File: src/rtl/n64adv2_igr_decoder.sv
// n64adv2_igr_decoder: N64 controller poll decoder producing button edge flags, held-combo IGR reset/OSD requests and a lost-controller watchdog.
//
// Ports:
//   CTRL_CLK, CTRL_RST          controller clock, synchronous active-high reset
//   ctrl_data_i/_valid_i        captured 32-bit controller word and its one-cycle strobe
//   use_igr_i                   enables the combo FSMs
//   btn_state_o/_pressed_o      last polled buttons and their rising edges
//   btn_update_o                one-cycle pulse after every accepted poll
//   igr_reset_o, igr_osd_o      one-cycle combo requests
//   ctrl_lost_o                 high while the watchdog has expired
// Define IGR_OSD_COMBO_EN to build the OSD combo FSM; otherwise igr_osd_o is tied low.
module n64adv2_igr_decoder #(
  parameter logic [15:0] IGR_RESET_COMBO = 16'h080F,
  parameter logic [15:0] IGR_OSD_COMBO   = 16'h8C40,
  parameter logic [7:0]  HOLD_POLLS      = 8'd30,
  parameter int          TIMEOUT_W       = 20
) (
  input  logic        CTRL_CLK,
  input  logic        CTRL_RST,
  input  logic [31:0] ctrl_data_i,
  input  logic        ctrl_data_valid_i,
  input  logic        use_igr_i,
  output logic [15:0] btn_state_o,
  output logic [15:0] btn_pressed_o,
  output logic        btn_update_o,
  output logic        igr_reset_o,
  output logic        igr_osd_o,
  output logic        ctrl_lost_o
);
  typedef enum logic [1:0] {IDLE, ARM, FIRE, RELEASE} state_t;

  // Returns {next_state, next_hold_cnt} for one combo FSM.
  function automatic logic [9:0] step(input state_t s, input logic [7:0] c, input logic v, input logic m);
    logic [7:0] n;
    n = c + {7'd0, c != 8'hFF};
    case (s)
      IDLE:    return (v && m) ? {(HOLD_POLLS == 8'd1) ? FIRE : ARM, 8'd1} : {IDLE, c};
      ARM:     return !v ? {ARM, c} : m ? {(n >= HOLD_POLLS) ? FIRE : ARM, n} : {IDLE, 8'd0};
      FIRE:    return {RELEASE, c};
      default: return (v && !m) ? {IDLE, 8'd0} : {RELEASE, c};
    endcase
  endfunction

  logic [TIMEOUT_W-1:0] wd_q, wd_d;
  logic lost_d, clear_fsm;
  state_t rst_st_q, rst_st_d;
  logic [7:0] rst_cnt_q, rst_cnt_d;
  logic [9:0] rst_nx;

  // Valid strobe wins over a same-cycle expiry; the counter sticks at all-ones.
  assign wd_d = ctrl_data_valid_i ? '0 : wd_q + {{(TIMEOUT_W-1){1'b0}}, ~&wd_q};
  assign lost_d = &wd_d;
  assign clear_fsm = ~use_igr_i | lost_d;
  assign rst_nx = step(rst_st_q, rst_cnt_q, ctrl_data_valid_i, ctrl_data_i[15:0] == IGR_RESET_COMBO);
  assign rst_st_d = clear_fsm ? IDLE : state_t'(rst_nx[9:8]);
  assign rst_cnt_d = clear_fsm ? 8'd0 : rst_nx[7:0];

  always_ff @(posedge CTRL_CLK) begin
    if (CTRL_RST) begin
      wd_q <= '0;
      ctrl_lost_o <= 1'b0;
      btn_state_o <= '0;
      btn_pressed_o <= '0;
      btn_update_o <= 1'b0;
      rst_st_q <= IDLE;
      rst_cnt_q <= '0;
      igr_reset_o <= 1'b0;
    end else begin
      wd_q <= wd_d;
      ctrl_lost_o <= lost_d;
      btn_update_o <= ctrl_data_valid_i;
      if (lost_d) begin
        btn_state_o <= '0;
        btn_pressed_o <= '0;
      end else if (ctrl_data_valid_i) begin
        btn_state_o <= ctrl_data_i[15:0];
        btn_pressed_o <= ctrl_data_i[15:0] & ~btn_state_o;
      end
      rst_st_q <= rst_st_d;
      rst_cnt_q <= rst_cnt_d;
      igr_reset_o <= (rst_st_q == FIRE) & use_igr_i;
    end
  end

`ifdef IGR_OSD_COMBO_EN
  state_t osd_st_q, osd_st_d;
  logic [7:0] osd_cnt_q, osd_cnt_d;
  logic [9:0] osd_nx;

  assign osd_nx = step(osd_st_q, osd_cnt_q, ctrl_data_valid_i, ctrl_data_i[15:0] == IGR_OSD_COMBO);
  // When both combos would fire on the same poll, reset wins and OSD is swallowed.
  assign osd_st_d = clear_fsm ? IDLE :
                    (state_t'(osd_nx[9:8]) == FIRE && rst_st_d == FIRE) ? RELEASE : state_t'(osd_nx[9:8]);
  assign osd_cnt_d = clear_fsm ? 8'd0 : osd_nx[7:0];

  always_ff @(posedge CTRL_CLK) begin
    if (CTRL_RST) begin
      osd_st_q <= IDLE;
      osd_cnt_q <= '0;
      igr_osd_o <= 1'b0;
    end else begin
      osd_st_q <= osd_st_d;
      osd_cnt_q <= osd_cnt_d;
      igr_osd_o <= (osd_st_q == FIRE) & use_igr_i;
    end
  end
`else
  assign igr_osd_o = 1'b0;
`endif
endmodule

File: config.mk
export PLATFORM = sky130hd
export DESIGN_NAME = n64adv2_igr_decoder
export DESIGN_NICKNAME = d
export VERILOG_FILES = /design/src/rtl/n64adv2_igr_decoder.sv
export SDC_FILE = /design/constraint.sdc
export NUM_CORES = 1
export LEC_CHECK = 0
export BUFFER_PORTS_ARGS = -buffer_cell sky130_fd_sc_hd__clkbuf_2
export CAP_MARGIN = 10
export CORE_MARGIN = 1.5
export CORE_UTILIZATION = 35
export DETAILED_ROUTE_END_ITERATION = 7
export GPL_TIMING_DRIVEN = 0
export RECOVER_POWER = 50
export SLEW_MARGIN = 0
export SYNTH_ARGS = -nofsm -noshare
export SYNTH_HDL_FRONTEND = slang
export SYNTH_SLANG_ARGS = --single-unit
File: constraint.sdc
create_clock -name CTRL_CLK -period 5.7 [get_ports CTRL_CLK]
set_clock_uncertainty 0.2 [all_clocks]
set_input_delay 1.14 -clock CTRL_CLK [delete_from_list [all_inputs] [get_ports CTRL_CLK]]
set_output_delay 1.14 -clock CTRL_CLK [all_outputs]
set_load 0.01 [all_outputs]
[Yosys cells after proc, flatten, opt, wreduce, memory -nomap -nowiden]
Cells that the tools add are included.
Word-level totals
  register bits: 65
  output and inout bits: 36
  word-level logic and storage cells: 41
  input port bits: 36
Operators by class
  reductions and logical operators: 11
  eq/ne operators: 6
  magnitude comparators: 1
  $add $sub $neg: 2
  muxes and demuxes: 7
  bitwise operators: 6
Operators with widths (number)
  $reduce_and 20->1: 2
  $mux 10: 3
  $pmux 10 s3: 1
  $add 20x1->20: 1
  $mux 20: 1
  $and 16x16->16: 1
  $eq 16x12->1 const B: 1
  $not 16->16: 1
  $mux 9: 1
  $add 8x1->8: 1
  $ge 8x5->1 const B: 1
  $ne 8x8->1 const B: 1
  $ne 2x2->1 const B: 2
  $reduce_and 4->1: 1
  $reduce_or 2->1: 2
  $reduce_bool 3->1: 1
  $eq 2x1->1 const B: 1
  $eq 2x2->1 const B: 1
  $logic_and 1x1->1: 2
  $logic_not 1->1: 2
  $logic_not 2->1: 1
  $mux 2: 1
  $not 1->1: 2
  $and 1x1->1: 1
  $or 1x1->1: 1

[Depth between registers and ports, before layout]
Gate-level depths: netlist of run 1.
  depth in word-level cells: 7
  gate-level depth with buffers: 13
  gate-level depth less buffers: 11

[Worst setup path after synthesis of run 1]
Ideal clock, no wire load.
  path kind: reg2reg
  start: register wd_q[8]
  end: register btn_pressed_o[7]
  cell stages (with the launch flop): 14
  buffers on the path: 2
  data arrival time: 3.037 ns
  setup time: 0.141 ns
  required time: 5.359 ns
  clock period less this slack: 3.378 ns
  slack: 2.322 ns
  cells stage by stage: dfxtp_1 -> and4_4 -> nand3_4 -> nor4_1 -> nand3_1 -> ha_1 -> buf_2 -> nor3b_1 -> o21ai_0 -> a2111oi_1 -> nand4_1 -> nor4_4 -> buf_6 -> nor3_2
Between the ends
  longest elaborated chain between the ends: 6
Ends and longest elaborated chain
  start, declared: RTL line 44  | logic [TIMEOUT_W-1:0] wd_q, wd_d;
  start signal, assigned: RTL line 69  | wd_q <= wd_d;
  $reduce_and 20->1: RTL line 51  | assign wd_d = ctrl_data_valid_i ? '0 : wd_q + {{(TIMEOUT_W-1){1'b0}}, ~&wd_q};
  $logic_not 1->1: RTL line 51
  $add 20x1->20 *: RTL line 51
  $mux 20 *: RTL line 51
  $reduce_and 20->1 *: RTL line 52  | assign lost_d = &wd_d;
  $reduce_or 2->1 (no line) *
  end signal, assigned: RTL line 77  | btn_pressed_o <= ctrl_data_i[15:0] & ~btn_state_o;
  end, declared: RTL line 24  | output logic [15:0] btn_pressed_o,
Every way passes the cells marked *; elsewhere a longest branch is shown, timed or not.
A chain may end at the register's enable or synchronous reset.

[Worst setup path after layout of run 1]
  start: register wd_q[8]
  end: register btn_state_o[11]
Between the ends
  longest elaborated chain between the ends: 6
Ends and longest elaborated chain
  $reduce_and 20->1: RTL line 51
  $logic_not 1->1: RTL line 51
  $add 20x1->20 *: RTL line 51
  $mux 20 *: RTL line 51
  $reduce_and 20->1 *: RTL line 52
  $reduce_or 2->1 (no line) *
  end signal, assigned: RTL line 76  | btn_state_o <= ctrl_data_i[15:0];
  end, declared: RTL line 23  | output logic [15:0] btn_state_o,
Marks and branches as above.

==> flow_metrics.tcl, run 1 <==
set metrics [dict create \
    syn2layout_area_growth_pct 17.2 \
    routed_wl_um 8130 \
    yosysMostFrequentCell "dfxtp_1" \
    io_pins 72 \
    yosys.area.top_type_share_pct 37.7 \
    required_ns 5.70 \
    die_area_sq_mm 0.0105 \
    io_buffers 53 \
    synth.area.top_cells "dfxtp_1 38%, nor3_2 12%, mux2i_1 9.3%" \
    multi_input_comb_area_sq_mm 0.00199 \
    antenna_found_initial 0 \
    postSynthCellCount 363 \
    ant_nets 0 \
    place_area_sq_mm 0.00388 \
    worstHoldPathType "flop to flop" \
    htree_levels 3 \
    final_max_slew_viol_count 0 \
    ir_worst_vdd_mv 0.117 \
    coreArea_sq_mm 0.00968 \
    setup_viol 0 \
    synth_edf_count 0 \
    total_power_w 0.00102 \
    fp-row-count 36 \
    die_w_um 102 \
    ys_warn_count 0 \
    ys_seq_area_share_pct 37.7 \
    dp_worst_setup_slack_ns 1.73 \
    fin_nets 467 \
    clk_path_buf_depth 2 \
    overflow 0 \
    drt_first_pass_iters 4 \
    num_vias 2823 \
    diodes 0 \
    cts_made_buffers 9 \
    regArea_sq_mm 0.00130 \
    dr.first_iter.drc_count 138 \
    fmaxAchievable_mhz 236 \
    power.density_mw_per_mm2 253 \
    fin_crit_ns 4.23 \
    rsz0062_at_grt "no" \
    track_usage_pct 16.2 \
    syn-cell-area_sq_mm 0.00345 \
    grt_start_max_net_pins 12 \
    final_cell_area_sq_mm 0.00404 \
    synth.distinct_cells 57 \
    drive_above_1_share_pct 20.4 \
    cts.repair.resized 0 \
    worst_slack_ns 1.47 \
    n_fill_cell 975 \
    avgSynthCellArea_sq_um 9.50 \
    ys_seq_elements 65 \
    ys_top_cells_by_count "65 x dfxtp_1, 40 x nor3_2, 32 x mux2i_1" \
    report.final.hold_viol_count 0 \
    clock-sinks 65 \
    tritoncts "yes" \
    post-cts-setup-buffers 0 \
    drc 0 \
    clkLatencyLatePin_ns 0.35 \
    slew_headroom_pct 42.9 \
    avgRoutedWirePerCell_um 14.4 \
    path_class "flop to flop" \
    start_kind "flop" \
    gp_routability_congestion 0.822 \
    synth_top_area_cell "dfxtp_1" \
    status "complete, no violations" \
    start_util_pct 35.6 \
    yosys_most_used_dff "dfxtp_1" \
    fin_crit_sh_pct 74.2 \
    synthArstFlopShare_pct 0 \
    clk_pin_slew_worst_paths_ns 0.07 \
    maxCapViolations 0 \
    cp_data_arrival_time_ns 4.23 \
    dp_hpwl_um 5900 \
    power.leakage_nw 1.52 \
    vias_per_cell 5.00 \
    worstMarginPinSlew_ns 0.857 \
    fp.dieH_um 102 \
    synthesis.nets 403 \
    cts-root-buf "clkbuf_8" \
    setup_tns_ns 0 \
    endpoint_kind "flop" \
    grt_pass1_wl_um 13200 \
    cts-hold-fix-buffers 0 \
    crit_fanout 10 \
    first_global_vias 2624 \
]
critical path, stage by stage (launching register included):
cell       delay, ns
dfxtp_1         0.44
and4_1          0.26
nand3_1         0.23
nor4_1          0.54
nand3_1         0.18
ha_1            0.21
clkbuf_1        0.20
nor3b_1         0.21
o21ai_0         0.11
a2111oi_1       0.34
nand4_1         0.20
nor4_4          0.64
buf_6           0.27
nor3_2          0.06
power by group:
part | internal, W | leakage, nW | switching [W]
combinational | 0.0000374 | 0.871 | 0.0000543
clock | 0.000269 | 0.115 | 0.000185
sequential | 0.000469 | 0.530 | 0.00000922
total | 0.000775 | 1.52 | 0.000248
metal layers:
layer	part of all wire [%]	wire (um)	global-route usage (%)
met5	0	0	0
met4	0.57	46	5.37
met3	4.3	350	4.24
met2	48	3890	25.2
met1	47	3850	22.0
stage by stage:
stage,utilization (%),hold WS [ns],cells
2_1_floorplan,-,0.284,363
3_3_place_gp,40.1,0.310,549
3_5_place_dp,40.1,0.315,549
4_1_cts,42.4,0.338,565
5_1_grt,41.7,0.358,565
6_report,41.7,0.336,565
flip-flops by register name (all words and copies together) (netlist names):
register / cells
igr_reset_o: 1
btn_state_o: 16
wd_q: 20
rst_st_q: 2
rst_cnt_q: 8
btn_update_o: 1
btn_pressed_o: 16
ctrl_lost_o: 1
final timing paths:
check / start / endpoint / slack [ns] / depth (start not counted)
worst max-delay path: wd_q[8] / btn_state_o[11] / 1.47 / 13
worst max register to register: wd_q[8] / btn_state_o[11] / 1.47 / 13
worst min register to register: btn_pressed_o[15] / btn_pressed_o[15] / 0.34 / 2
worst min-delay path: btn_pressed_o[15] / btn_pressed_o[15] / 0.34 / 2
cell families after synthesis:
| family | share of synthesized area, % |
|---|---|
| other cells | 0.109 |
| simple gates | 35.4 |
| fa+ha+maj | 1.45 |
| flops | 37.7 |
| buf+inv | 3.99 |
| xor+xnor | 4.32 |
| mux | 9.29 |
| compound gates | 7.73 |
final cells by class:
cell class / count / area share, %
Sequential cell: 65 / 32.2
Tap cell: 133 / 4.12
Buffer: 24 / 3.19
Inverter: 2 / 0.186
Clock inverter: 5 / 1.92
Timing Repair Buffer: 53 / 5.48
Clock buffer: 11 / 3.75
Multi-Input combinational cell: 272 / 49.2
cell usage in the layout, fill, tap and decap left out, types with 7 or more instances in the layout:
cell / count
a21oi_1: 18
and4_1: 7
clkbuf_1: 51
clkbuf_2: 18
clkbuf_8: 11
dfxtp_1: 65
mux2i_1: 32
nand2_1: 21
nand3_1: 9
nand4_1: 8
nor2_1: 29
nor2b_1: 24
nor3_1: 8
nor3_2: 40
nor4_1: 8
xor2_1: 13
(Power assumes the default switching activity.)
==> inputs of run 2 (changes only) <==
==> constraint.sdc (replaced) <==
create_clock -name CTRL_CLK -period 4.3 [get_ports CTRL_CLK]
set_clock_uncertainty 0.2 [all_clocks]
set_input_delay 0.86 -clock CTRL_CLK [delete_from_list [all_inputs] [get_ports CTRL_CLK]]
set_output_delay 0.86 -clock CTRL_CLK [all_outputs]
set_load 0.01 [all_outputs]
==> flow_metrics.tcl, run 2 (synthesis results as in run 1) <==
set metrics [dict create \
    status "complete, no violations" \
    rr_endpoint "btn_state_o[11]" \
    avgRoutedWirePerCell_um 14.5 \
    setup_tns_ns 0 \
    overflow 0 \
    fin_nets 467 \
    gp_routability_congestion 0.822 \
    final_common_cell "dfxtp_1" \
    start_kind "flop" \
    n_fill_cell 970 \
    regArea_sq_mm 0.00130 \
    endpoint_kind "flop" \
    setup_viol 0 \
    rrSetupSlack_ns 0.38 \
    max_stage_delay_ns 0.51 \
    mostFrequentLayoutCells "65 x dfxtp_1, 50 x clkbuf_1, 40 x nor3_2" \
    power.leakage_nw 1.52 \
    dp_hpwl_um 5900 \
    htree_levels 3 \
    drc 0 \
    clkLatencyLatePin_ns 0.35 \
    start_util_pct 35.6 \
    r2r_start "wd_q[8]" \
    ir_worst_vdd_mv 0.155 \
    dr.first_iter.drc_count 135 \
    routed_wl_um 8170 \
    cp_data_arrival_time_ns 3.92 \
    report.final.hold_viol_count 0 \
    startpoint "wd_q[8]" \
    crit_fanout 10 \
    slowest_stage "nor4_4" \
    final_core_util_pct 41.9 \
    die_area_sq_mm 0.0105 \
    worstHoldPathType "flop to flop" \
    first_global_vias 2624 \
    worstMarginPinSlew_ns 0.853 \
    largest_reg_flops 20 \
    cts-root-buf "clkbuf_8" \
    clk_path_buf_depth 2 \
    p_clk_share_pct 44.3 \
    drt_first_pass_iters 4 \
    final_max_slew_viol_count 0 \
    track_usage_pct 16.2 \
    fmaxAchievable_mhz 255 \
    required_ns 4.30 \
    io_buffers 53 \
    maxCapViolations 0 \
    grt_pass1_wl_um 13200 \
    coreArea_sq_mm 0.00968 \
    p_comb_share_pct 9.0 \
    multi_input_comb_area_sq_mm 0.00200 \
    die_w_um 102 \
    rsz0062_at_grt "no" \
    grt_start_max_net_pins 12 \
    path_class "flop to flop" \
    cp_cell_sequence "and4_4 > nand3_4 > nor4_1 > nand3_1 > ha_1 > buf_2 > nor3b_1 > o21ai_0 > a2111oi_1 > nand4_1 > nor4_4 > buf_6 > nor3_2" \
    fp-row-count 36 \
    worst_slack_ns 0.381 \
    syn2layout_area_growth_pct 17.7 \
    hold_ws_ns 0.336 \
    tritoncts "yes" \
    power.net_switching_w 0.000329 \
    crit_end "btn_state_o[11]" \
    post-cts-setup-buffers 0 \
    power.density_mw_per_mm2 334 \
    ant_nets 0 \
    p_sw_share_pct 24.3 \
    slew_headroom_pct 43.1 \
    fin_crit_sh_pct 91.1 \
    vias_per_cell 4.97 \
    drive_above_1_share_pct 21.3 \
    p_int_w 0.00103 \
    reg2reg_depth 13 \
    seqPwrFrac_pct 46.7 \
    cts_made_buffers 9 \
    largestRegisters "wd_q (20), btn_pressed_o (16), btn_state_o (16)" \
    io_pins 72 \
    top_register "wd_q" \
    fin_crit_ns 3.92 \
    num_vias 2807 \
    clk_pin_slew_worst_paths_ns 0.07 \
    antenna_found_initial 0 \
    clock-sinks 65 \
    dp_worst_setup_slack_ns 0.330 \
    total_power_w 0.00136 \
    fp.dieH_um 102 \
    diodes 0 \
]
==> run 2: how the worst min path moves through the flow <==
stage,from,end,slack [ns],cells after the start
after floorplan,wd_q[16],wd_q[16],0.28,2
after global placement,wd_q[16],wd_q[16],0.31,2
after detailed placement,btn_pressed_o[14],btn_pressed_o[14],0.32,2
after CTS,wd_q[16],wd_q[16],0.34,2
after global routing,btn_pressed_o[14],btn_pressed_o[14],0.36,2
final,btn_pressed_o[15],btn_pressed_o[15],0.34,2
==> run 2: layout make-up <==
class	instances	area share, %
well taps	133	4.10
multi-input cells	272	49.4
clock inverters	5	1.91
flip-flops and latches	65	32.0
inverters	2	0.185
clock buffers	11	3.73
repair buffers	53	5.45
plain buffers	24	3.20
==> run 2: per-layer routing <==
layer / routed length, um / vias up / GRT usage, %
met1: 3890 / 1312 / 22.0
met3: 325 / 5 / 4.24
met2: 3910 / 61 / 25.2
met5: 0 / - / 0
met4: 46 / 0 / 5.37
li1: - / 1429 / -
==> run 2: power groups by stage <==
| stage | Sequential [W] | Combinational, W | Clock (W) |
|---|---|---|---|
| final | 0.000634 | 0.000122 | 0.000601 |
| after global routing | 0.000635 | 0.000135 | 0.000644 |
| after floorplan | 0.000655 | 0.0000719 | 0 |
| after global placement | 0.000647 | 0.000126 | 0 |
| after CTS | 0.000634 | 0.000128 | 0.000622 |
| after detailed placement | 0.000648 | 0.000127 | 0 |
==> run 2: per-stage QoR <==
stage | instances | instance area [sq um]
final | 565 | 4060
after global routing | 565 | 4060
after CTS | 565 | 4110
after detailed placement | 549 | 3880
after global placement | 549 | 3880
after floorplan | 363 | 3450
==> run 2: critical path: cells and delay by family, from the launching register on <==
family	cells	cell delay [ns]
flops	1	0.46
compound gates	2	0.45
fa+ha+maj	1	0.21
simple gates	8	2.03
buf+inv	2	0.44
==> run 2: repair_timing <==
item                       in CTS  in global routing
gates resized for setup         0                  0
setup endpoints to repair       0                 40
hold buffers                    0                  0
